==> src/rtl/hrv_pkg.sv <==
// hrv_pkg: shared types and constants for the HRV engine scheduler
package hrv_pkg;
    typedef enum logic [2:0] {S_IDLE, S_CLEAR, S_STREAM, S_WAIT, S_OUT} state_t;
    localparam int DEF_WIN = 8;
    localparam int DEF_TMO = 63;
    localparam logic [7:0] ERR_CODE = 8'hFF;
endpackage

==> src/rtl/hrv_rr_arbiter.sv <==
// hrv_rr_arbiter: round-robin one-hot arbiter whose priority rotates past the last grant
// Ports: clk/rst (sync, active-high); req request vector; adv commits the current grant;
//        gnt one-hot grant (combinational from req and the stored priority mask).
module hrv_rr_arbiter #(
    parameter int N = 4
) (
    input  logic         clk,
    input  logic         rst,
    input  logic [N-1:0] req,
    input  logic         adv,
    output logic [N-1:0] gnt
);
    localparam logic [N-1:0] ONE = N'(1);

    logic [N-1:0] mask, hi;

    // mask holds the channels strictly above the last grant; x & -x isolates the lowest set bit
    always_comb begin
        hi  = req & mask;
        gnt = (|hi) ? (hi & (~hi + ONE)) : (req & (~req + ONE));
    end

    // granting the top channel shifts out to zero, which wraps priority back to channel 0
    always_ff @(posedge clk)
        if (rst) mask <= '1;
        else if (adv) mask <= ~((gnt << 1) - ONE);
endmodule

==> src/rtl/hrv_engine_sched.sv <==
// hrv_engine_sched: per-channel RR window buffering, round-robin scheduling onto one RMSSD engine
// Ports: clk/rst (sync, active-high); ch_valid/ch_rr/ch_ready per-channel sample input;
//        eng_clr/eng_valid/eng_rr out and eng_done/eng_result in for the engine;
//        res_valid/res_ready handshake carrying res_chan/res_rmssd/res_err.
module hrv_engine_sched
    import hrv_pkg::*;
#(
    parameter int NCH = 4,
    parameter int WIN = DEF_WIN,
    parameter int TMO = DEF_TMO
) (
    input  logic                     clk,
    input  logic                     rst,
    input  logic [NCH-1:0]           ch_valid,
    input  logic [8*NCH-1:0]         ch_rr,
    output logic [NCH-1:0]           ch_ready,
    output logic                     eng_clr,
    output logic                     eng_valid,
    output logic [7:0]               eng_rr,
    input  logic                     eng_done,
    input  logic [7:0]               eng_result,
    output logic                     res_valid,
    input  logic                     res_ready,
    output logic [$clog2(NCH)-1:0]   res_chan,
    output logic [7:0]               res_rmssd,
    output logic                     res_err
);
    localparam int CHW = $clog2(NCH);
    localparam int PW  = $clog2(WIN);
    localparam int CW  = $clog2((TMO > WIN ? TMO : WIN) + 1);

    state_t         state, nstate;
    logic [7:0]     mem [NCH][WIN];
    logic [PW-1:0]  wptr [NCH];
    logic [NCH-1:0] full, req, gnt;
    logic [CHW-1:0] gsel, gidx;
    logic [CW-1:0]  cnt;
    logic           last_s, wait_end;

    assign ch_ready = ~full;
    assign last_s   = state == S_STREAM && cnt == CW'(WIN - 1);
    assign wait_end = state == S_WAIT && (eng_done || cnt == CW'(TMO));

    // the channel being serviced keeps its full flag but must not re-request
    always_comb begin
        req  = '0;
        gsel = '0;
        for (int i = 0; i < NCH; i++) begin
            req[i] = full[i] && !(state != S_IDLE && gidx == CHW'(i));
            if (gnt[i]) gsel = CHW'(i);
        end
    end

    hrv_rr_arbiter #(.N(NCH)) u_arb (
        .clk (clk),
        .rst (rst),
        .req (req),
        .adv (state == S_IDLE && |req),
        .gnt (gnt)
    );

    always_ff @(posedge clk) begin
        if (rst) begin
            full <= '0;
            for (int i = 0; i < NCH; i++) wptr[i] <= '0;
        end else begin
            for (int i = 0; i < NCH; i++) begin
                if (ch_valid[i] && ch_ready[i]) begin
                    wptr[i] <= (wptr[i] == PW'(WIN - 1)) ? '0 : wptr[i] + PW'(1);
                    if (wptr[i] == PW'(WIN - 1)) full[i] <= 1'b1;
                end
                if (last_s && gidx == CHW'(i)) full[i] <= 1'b0;
            end
        end
    end

    always_ff @(posedge clk)
        for (int i = 0; i < NCH; i++)
            if (ch_valid[i] && ch_ready[i]) mem[i][wptr[i]] <= ch_rr[8*i +: 8];

    always_ff @(posedge clk)
        state <= rst ? S_IDLE : nstate;

    always_comb begin
        nstate = state;
        case (state)
            S_IDLE:   if (|req) nstate = S_CLEAR;
            S_CLEAR:  nstate = S_STREAM;
            S_STREAM: if (last_s) nstate = S_WAIT;
            S_WAIT:   if (wait_end) nstate = S_OUT;
            S_OUT:    if (res_ready) nstate = S_IDLE;
            default:  nstate = S_IDLE;
        endcase
    end

    always_comb begin
        eng_clr   = state == S_CLEAR;
        eng_valid = state == S_STREAM;
        eng_rr    = eng_valid ? mem[gidx][cnt[PW-1:0]] : 8'd0;
        res_valid = state == S_OUT;
    end

    // cnt restarts on every state change, so it indexes STREAM and times WAIT
    always_ff @(posedge clk) begin
        if (rst) begin
            cnt       <= '0;
            gidx      <= '0;
            res_chan  <= '0;
            res_rmssd <= '0;
            res_err   <= 1'b0;
        end else begin
            cnt <= (state != nstate) ? '0 : cnt + CW'(1);
            if (state == S_IDLE && |req) gidx <= gsel;
            if (wait_end) begin
                res_chan  <= gidx;
                res_rmssd <= eng_done ? eng_result : ERR_CODE;
                res_err   <= !eng_done;
            end
        end
    end
endmodule

==> config.mk <==
export PLATFORM = sky130hd
export DESIGN_NAME = hrv_engine_sched
export DESIGN_NICKNAME = d
export VERILOG_FILES = /design/src/rtl/hrv_pkg.sv /design/src/rtl/hrv_rr_arbiter.sv /design/src/rtl/hrv_engine_sched.sv
export SDC_FILE = /design/constraint.sdc
export NUM_CORES = 1
export LEC_CHECK = 0
export ABC_AREA = 1
export BUFFER_PORTS_ARGS = -buffer_cell sky130_fd_sc_hd__buf_4
export CAP_MARGIN = 20
export CORE_MARGIN = 4
export CORE_UTILIZATION = 55
export CTS_BUF_LIST = sky130_fd_sc_hd__clkbuf_16
export CTS_CLUSTER_DIAMETER = 120
export DETAILED_ROUTE_END_ITERATION = 10
export PLACE_DENSITY = 0.8
export RECOVER_POWER = 25
export SYNTH_ARGS = -nofsm -noshare
export SYNTH_HDL_FRONTEND = slang
export SYNTH_SLANG_ARGS = --single-unit
==> constraint.sdc <==
create_clock -name clk -period 1.45 [get_ports clk]
set_input_delay 0.0725 -clock clk [delete_from_list [all_inputs] [get_ports clk]]
set_output_delay 0.0725 -clock clk [all_outputs]
set_load 0.01 [all_outputs]
# Word level (Yosys, flattened, before mapping)
# Memory sizes are Yosys's and may differ from the RTL's. A register that Yosys moved wholly into a read port is not among the register bits.
# Cells that the tools add are included.
[classes]
n_addsub = 8
n_lt_le_gt_ge = 9
eq_ne = 14
muxes = 50
bitwise_logic = 16
reduce_logical = 43
[ops]
columns = ["operator", "n"]
rows = [
  ["$mux 64", 4],
  ["$demux 8 s3", 4],
  ["$mux 8", 8],
  ["$mux 3", 12],
  ["$bmux 8 s3", 1],
  ["$logic_and 1x1->1", 23],
  ["$ge 4x4->1 const B", 5],
  ["$not 3->4", 5],
  ["$lt 4x1->1 const B", 4],
  ["$not 4->4", 4],
  ["$eq 3x3->1 const B", 5],
  ["$mux 1", 15],
  ["$pmux 3 s5", 1],
  ["$add 3x1->3 const B", 4],
  ["$and 4x4->4", 3],
  ["$reduce_or 2->1", 5],
  ["$add 4x1->4 const B", 2],
  ["$mux 2", 4],
  ["$reduce_and 2->1", 4],
  ["$reduce_or 4->1", 2],
  ["$add 6x1->6 const B", 1],
  ["$eq 3x2->1 const B", 2],
  ["$eq 6x3->1 const B", 1],
  ["$eq 6x6->1 const B", 1],
  ["other kinds (12)", 20],
]
[totals]
ff_bits = 30
ram_bits = 268
input_bits = 48
out_inout_bits = 26
wordCells = 153
mem_count = 2
[memory_table]
columns = ["name", "depth", "word_bits", "read_ports", "rd_clocked_by_memory_dff", "wr", "line_no", "source"]
rows = [
  ["mem", 4, 64, 1, 1, 4, "hrv_engine_sched.sv:33", "logic [7:0] mem [NCH][WIN];"],
  ["wptr", 4, 3, 4, 0, 4, "hrv_engine_sched.sv:34", "logic [PW-1:0] wptr [NCH];"],
]

# Depth between registers and ports, before layout
# Gate-level depths: netlist (run 1).
[depth]
ltp_word = 14
mapped_depth = 14
depth_no_buf = 14

# Hierarchy
# Synthesis (run 1) repeated with hierarchy kept, for this count alone.
[unflattened]
cells_unflattened = 1177
hier_area_um2 = 12637.1
[by_module_without_submodules]
columns = ["mod", "n_inst", "cells_per_inst", "area_per_inst_um2", "seq_area_each_um2"]
rows = [
  ["hrv_engine_sched", 1, 1133, 12349.3, 8608.3],
  ["hrv_rr_arbiter", 1, 44, 287.8, 80.1],
]

# Worst setup path before layout (run 1)
# No wires, ideal clock.
[synth_timing]
path_type = "register to register"
start = "register full[1]"
end = "memory mem[1][56] (netlist name) (enable)"
setup_time_ps = 370
t_arrival_ps = 1233
required_time_ps = 1080
path_slack_ps = -154
stages_incl_launch_ff = 5
n_path_buf = 0
period_less_slack_ps = 1604
cell_sequence = "dfxtp_1 -> nor2_1 -> inv_1 -> or2_2 -> nor2_1"
[synth_rtl]
columns = ["item", "line_no", "source"]
rows = [
  ["start, declared", "hrv_engine_sched.sv:35", "logic [NCH-1:0] full, req, gnt;"],
  ["start signal, assigned", "hrv_engine_sched.sv:64", "full <= '0;"],
  ["start signal, assigned by index", "hrv_engine_sched.sv:70", "if (wptr[i] == PW'(WIN - 1)) full[i] <= 1'b1;"],
  ["start signal, assigned by index", "hrv_engine_sched.sv:72", "if (last_s && gidx == CHW'(i)) full[i] <= 1'b0;"],
  ["end, declared", "hrv_engine_sched.sv:33", ""],
]

==> metrics.md, run 1 <==
| Metric | Value |
|---|---|
| Post-DP HPWL | about 24000 um |
| Layout cells sized above 1 | 0.285 |
| Core area | about 0.022 mm2 |
| Fin crit share | 1.56 |
| Crit Path Max Fanout | 6 |
| Netlist cell types | 33 |
| Worst Slack Setup Final | -0.813 ns |
| N_diodes | 0 |
| Ports | 74 |
| Row cnt | 54 |
| Avg WL per Cell | between 20 and 25 um |
| Clock skew | 0.0115 ns |
| First-pass GRT wire length | 56200 um |
| Cell count of the worst reg-to-reg path | 11 |
| Reg clk slew, reported paths | 0.07 ns |
| Total grt overflow | 0 |
| 1st-pass router iterations | 5 |
| Count of state elements after synthesis | 300 |
| Post-Syn Area | between 0.01 and 0.015 mm2 |
| Number of setup violations in the final report | 32 |
| # H-tree levels | 1 |
| Worst-margin pin slew | approximately 0.58 ns |
| Worst EP required | ~1.4 ns |
| Syn Nets | between 1k and 1.5k |
| Clock period minus worst slack | around 2.3 ns |
| Max stage delay cell, worst path | dfxtp_4 |
| Initial antenna violation count | 0 |
| Unrepaired setup endpoints after global routing | yes |
| CP cell instances | buf_12, buf_16, buf_4, nor2_1, nor2_1, o21ai_1, o211ai_1, nand3_1, nand2_1, nand2_1, nor2_2, buf_4 |
| Hold Crit Start | eng_done |
| CTS Buffer Depth | 3 |
| Max-Cap Viols | 0 |
| Max IR drop VDD | 1.01 mV |
| Synth Instances | 1108 |
| WHS Endpoint | res_err$_SDFFE_PP0P_ |
| Fmax | 0.442 GHz |
| DR vias | about 9.8k |
| Final slew viol count | 0 |
| Most frequent cells in the layout | 268 x edfxtp_1, 205 x nand2_1, 140 x buf_4 |
| Reg2reg start | state[0]$_SDFF_PP0_ |
| HP Class | in2reg |
| Failing checks | negative setup slack |
| ANT nets after route | 0 |
| Hold path cells | 3 |
| Slowest cell delay on critical path | about 0.40 ns |
| Status | finished with violations |
| Worst skew pair latency | 0.55 ns |
| Largest net degree at the start of global routing | 37 |
| DR DRC count | 0 |
| Vias per cell | about 5.9 |
| Fill cells | roughly 1.3k |
| GRT Total Usage | 0.300 |
| Layout Nets | around 1.4k |
| R2r setup slk | -0.33 ns |
| Most common cell after layout, fill and taps aside | edfxtp_1 |
| Starting density of the core | 0.564 |
| CP Capture Type | primary output |
| Vias in the first global route | 10.1k |
| Fin util | 0.755 |
| Die ar. | 0.0251 mm2 |
| Sequential area share after synthesis | 0.699 |
| Root Buffer | clkbuf_16 |
| GP Congestion | roughly 0.97 |
| Startpoint Class | flip-flop |
| Synth Area per Inst | around 11 um2 |
| Final Hold Vio Count | 0 |
| YS warnings | 0 |
| Inserted Clock Buffers | 29 |
| TritonCTS clock tree | done |
| Area growth, synth to finish | 33.8% |
| Total wire length | 38000 um |
| Critical Path AT | 2.19 ns |
| Starting DRC count in detailed routing | 927 |
| Crit Reg-Reg Endpoint | u_arb.mask[2]$_SDFFE_PP1P_ |
| Die Width | around 160 um |
| Clock sinks | 300 |
| Path type of the worst setup path | reg2out |
| Port bufs | 73 |
| Fin Hold WS | ~0.28 ns |
| Die height | about 160 um |
| DP Worst Slack | -0.481 ns |
| Worst slew margin | 0.616 |
| Lkg Pwr | ~6.3 nW |
| Power per cell area | around 1200 mW/mm2 |
what timing repair did:
| action | in CTS | in global routing |
|---|---|---|
| buffers inserted | 21 | 11 |
| gates cloned | 6 | 2 |
| setup endpoints to repair | 128 | 162 |
| pin swaps | 23 | 37 |
| hold endpoints to repair | 276 | 0 |
| hold buffers | 47 | 0 |
| gates resized for setup | 146 | 85 |
synth_stat cells:
master | n | area, um2
nor3_1 | 2 | 10.0
xnor2_1 | 2 | 17.5
nor4_1 | 1 | 6.26
nand3_1 | 121 | 606
nor4_4 | 1 | 21.3
ha_1 | 10 | 125
buf_2 | 26 | 130
o21ai_1 | 4 | 20.0
inv_2 | 8 | 30.0
edfxtp_1 | 268 | 8050
o211ai_1 | 9 | 67.6
inv_1 | 56 | 210
xor2_1 | 2 | 17.5
nand2_2 | 5 | 31.3
nand2_1 | 223 | 837
buf_1 | 4 | 15.0
o21ai_4 | 1 | 16.3
nor2_2 | 9 | 56.3
a31oi_1 | 8 | 50.1
nor2_1 | 155 | 582
nand2_4 | 4 | 45.0
nand3b_1 | 1 | 7.51
a21oi_1 | 20 | 100
nor3_2 | 1 | 10.0
clkbuf_1 | 19 | 71.3
o22ai_1 | 24 | 150
o21ai_0 | 74 | 370
o221ai_1 | 8 | 70.1
or2_2 | 4 | 25.0
dfxtp_1 | 32 | 641
clkinv_1 | 3 | 11.3
nand3_2 | 1 | 10.0
buf_4 | 2 | 15.0
sequential cells by signal (all words and copies together) (netlist names), named ones only:
name and flops:
full 4, u_arb.mask 4, gidx 2, res_rmssd 8
cnt 6, res_chan 2, mem 256, state 3
wptr 12, res_err 1
routing by layer:
metal  share of wire  track usage  vias to the layer above
met2            0.49        0.505                      576
met4           0.077        0.189                        0
met3           0.079       0.0372                      195
met1            0.35        0.369                     4688
li1                -            -                     4361
met5               0            0                        -
area by class of cell:
class | count | area (um2) | area share
sequential | 300 | 8710 | 0.524
multi-input combinational | 690 | 3860 | 0.232
timing repair buffer | 264 | 2480 | 0.149
clock buffer | 29 | 726 | 0.0437
tap | 280 | 350 | 0.0211
inverter | 67 | 282 | 0.0169
clock inverter | 24 | 203 | 0.0122
timing repair inverter | 1 | 7.51 | 0.000452
power by group:
part	leakage, nW	switching [mW]	internal (mW)
clock network	0.488	3.15	4.31
logic	3.10	1.21	0.797
registers	2.72	0.118	9.68
worst max-delay path: cells and delay by family, from the launching register on:
family	cells	cell delay, ns
simple gates	6	0.50
flops	1	0.40
buf+inv	4	0.58
compound gates	2	0.16
kinds of logic after synthesis:
kind of cell / Yosys count / synth area share
compound gates: 148 / 0.0680
xor+xnor: 4 / 0.00282
fa+ha+maj: 10 / 0.0101
buf+inv: 118 / 0.0389
flops: 300 / 0.699
simple gates: 528 / 0.181
worst max-delay path by stage:
| stage | to | slack [ns] | cells after the start |
|---|---|---|---|
| floorplan | mem[0][56]$_DFFE_PP_ | -0.13 | 4 |
| global placement | eng_rr[6] | -0.49 | 10 |
| detailed placement | eng_rr[6] | -0.48 | 10 |
| CTS | eng_rr[6] | -0.82 | 11 |
| global route | eng_rr[5] | -0.89 | 12 |
| finish | eng_rr[7] | -0.81 | 12 |
metrics by stage:
stage / cells / area, um2 / power (mW) / TNS [ns]
finish: 1655 / 16600 / 19.3 / -10.33
global route: 1655 / 16600 / 19.8 / -13.62
CTS: 1649 / 16400 / 19.2 / -8.70
detailed placement: 1523 / 14100 / 11.5 / -7.46
global placement: 1523 / 14100 / 11.5 / -4.88
floorplan: 1108 / 12500 / 10.8 / -12.58
Note: power is estimated with default switching activity, not from simulation.
==> run 2, diff against run 1 <==
--- a/config.mk
+++ b/config.mk
@@ -15,6 +15,7 @@
 export DETAILED_ROUTE_END_ITERATION = 10
 export PLACE_DENSITY = 0.8
 export RECOVER_POWER = 25
+export SETUP_SLACK_MARGIN = 0.15
 export SYNTH_ARGS = -nofsm -noshare
 export SYNTH_HDL_FRONTEND = slang
 export SYNTH_SLANG_ARGS = --single-unit
==> metrics.md, run 2 (same netlist as run 1, synthesis figures left out) <==
| Metric | Value |
|---|---|
| Max-Cap Viols | 0 |
| Total grt overflow | 0 |
| Reg clk slew, reported paths | ~0.070 ns |
| Max FFs per register | around 260 |
| N_diodes | 0 |
| Clock sinks | 300 |
| Top cell by count, worst path | nand2_1 |
| Initial antenna violation count | 0 |
| Slowest cell delay on critical path | roughly 0.46 ns |
| Starting DRC count in detailed routing | between 1k and 1.5k |
| Fin crit share | 1.66 |
| Most common cell after layout, fill and taps aside | edfxtp_1 |
| Final Hold Vio Count | 0 |
| Clock skew | around 0.013 ns |
| HP Class | in2reg |
| Total wire length | ~42000 um |
| Final slew viol count | 0 |
| Top delay family on crit path | compound AO/OA/AOI/OAI gates |
| Lkg Pwr | ~6.6 nW |
| Placed cell count | around 1.5k |
| First-pass GRT wire length | between 50000 and 60000 um |
| Ports | 74 |
| Final instance area | ~0.018 mm2 |
| GRT Total Usage | 0.293 |
| Post-DP HPWL | 23200 um |
| CP Capture Type | primary output |
| TritonCTS clock tree | done |
| Layout Nets | 1429 |
| Clock period minus worst slack | about 2.4 ns |
| Failing checks | negative setup slack |
| Vias in the first global route | between 9k and 10k |
| Area after DPL | 0.0145 mm2 |
| Worst skew pair latency | around 0.56 ns |
| Crit Path Max Fanout | 25 |
| Area growth, synth to finish | 43.0% |
| Worst EP required | between 1 and 1.5 ns |
| Port bufs | 73 |
| Max stage delay cell, worst path | dfxtp_4 |
| Status | finished with violations |
| Startpoint Class | flip-flop |
| Post-Layout Cell Count | 1675 |
| DP Worst Slack | -0.269 ns |
| # H-tree levels | 1 |
| Avg WL per Cell | between 20 and 30 um |
| CTS Buffer Depth | 3 |
| GP Congestion | 0.968 |
| Critical Path AT | about 2.3 ns |
| 1st-pass router iterations | 7 |
| CP cell instances | clkinv_8, buf_12, o21ai_1, o221ai_1, nand3_1, nand2_1, nand2_1, nor2_4, buf_4 |
| Row cnt | between 50 and 60 |
| Worst Slack Setup Final | -0.953 ns |
| Die height | between 150 and 200 um |
| DR vias | 10.2k |
| Inserted Clock Buffers | 30 |
| ANT nets after route | 0 |
| Core area | ~0.022 mm2 |
| Most frequent cells in the layout | 268 x edfxtp_1, 194 x nand2_1, 133 x buf_4 |
| Max IR drop VDD | 0.869 mV |
| Vias per cell | between 6 and 7 |
| Root Buffer | clkbuf_16 |
| Number of setup violations in the final report | 57 |
| Power per cell area | 1130 mW/mm2 |
| Post-Route Setup TNS | -15.94 ns |
| Fin util | 0.807 |
| Starting density of the core | 0.564 |
| Worst-margin pin slew | 0.600 ns |
| WP buf/inv | 3 |
| Unrepaired setup endpoints after global routing | yes |
| Worst slew margin | 0.600 |
| Largest net degree at the start of global routing | 31 |
| DR DRC count | 0 |
| Die ar. | between 0.02 and 0.03 mm2 |
| Fmax | about 0.42 GHz |
| Layout cells sized above 1 | 0.376 |
| Path type of the worst setup path | reg2out |
| Die Width | 158 um |
## run 2: changes by cell type in the layout (fill, tap and decap cells not counted), moves of 17 or more
cell,change
buf_12,+22
inv_1,-17
nand3_1,-25
nand3_2,+22
nor2_1,-22
nor2_4,+25
## run 2: path summary, 6_finish.rpt
check                                          startpoint                        end  slack, ns  depth (start not counted)
worst min-delay path                             eng_done       res_err$_SDFFE_PP0P_       0.25                          3
worst min register to register  res_rmssd[3]$_SDFFE_PP0P_  res_rmssd[3]$_SDFFE_PP0P_       0.54                          2
worst max-delay path                            flip-flop                  eng_rr[4]      -0.95                          9
worst max register to register       gidx[0]$_SDFFE_PP0P_          cnt[1]$_SDFF_PP0_      -0.39                         11
## run 2: per-layer routing
layer / vias to the layer above / global-route usage / part of all wire
li1: 4420 / - / -
met1: 4816 / 0.370 / 0.34
met2: 708 / 0.489 / 0.49
met3: 234 / 0.0432 / 0.090
met4: 0 / 0.166 / 0.076
met5: - / 0 / 0
## run 2: where the power goes
| group | switching [mW] | total [mW] | internal, mW | leakage (nW) |
|---|---|---|---|---|
| clock network | 3.29 | 7.87 | 4.58 | 0.496 |
| registers | 0.134 | 9.81 | 9.68 | 2.72 |
| logic | 1.41 | 2.38 | 0.973 | 3.41 |
| total | 4.84 | 20.1 | 15.2 | 6.63 |
## run 2: what timing repair did
item | CTS | global route
gates cloned | 6 | 5
setup endpoints to repair | 307 | 313
hold endpoints to repair | 274 | 0
buffers inserted | 19 | 30
hold buffers | 47 | 0
pin swaps | 38 | 73
gates resized for setup | 105 | 196
## run 2: final cells by class
type                            count  area, um2
Sequential cell                   300       8720
Multi-Input combinational cell    690       4390
Fill cell                        1148       4260
Timing Repair Buffer              282       3000
Clock buffer                       31        776
Tap cell                          280        350
Inverter                           67        304
Clock inverter                     25        226
## run 2: metrics by stage
stage | hold WS (ns) | power [mW]
floorplan | 0.163 | 10.9
global placement | 0.268 | 11.6
global route | 0.256 | 20.6
CTS | 0.240 | 19.6
detailed placement | 0.277 | 11.7
finish | 0.250 | 20.1
## run 2: worst reg2reg max path, stage by stage, from the launching register on
cell,delay [ns]
dfxtp_4,0.39
buf_6,0.13
nor2_4,0.11
nand2_4,0.09
buf_6,0.13
nand2_4,0.07
nand2_4,0.07
o21ai_4,0.31
nand3_2,0.12
nand2_2,0.10
nand2_4,0.11
nor2_4,0.14
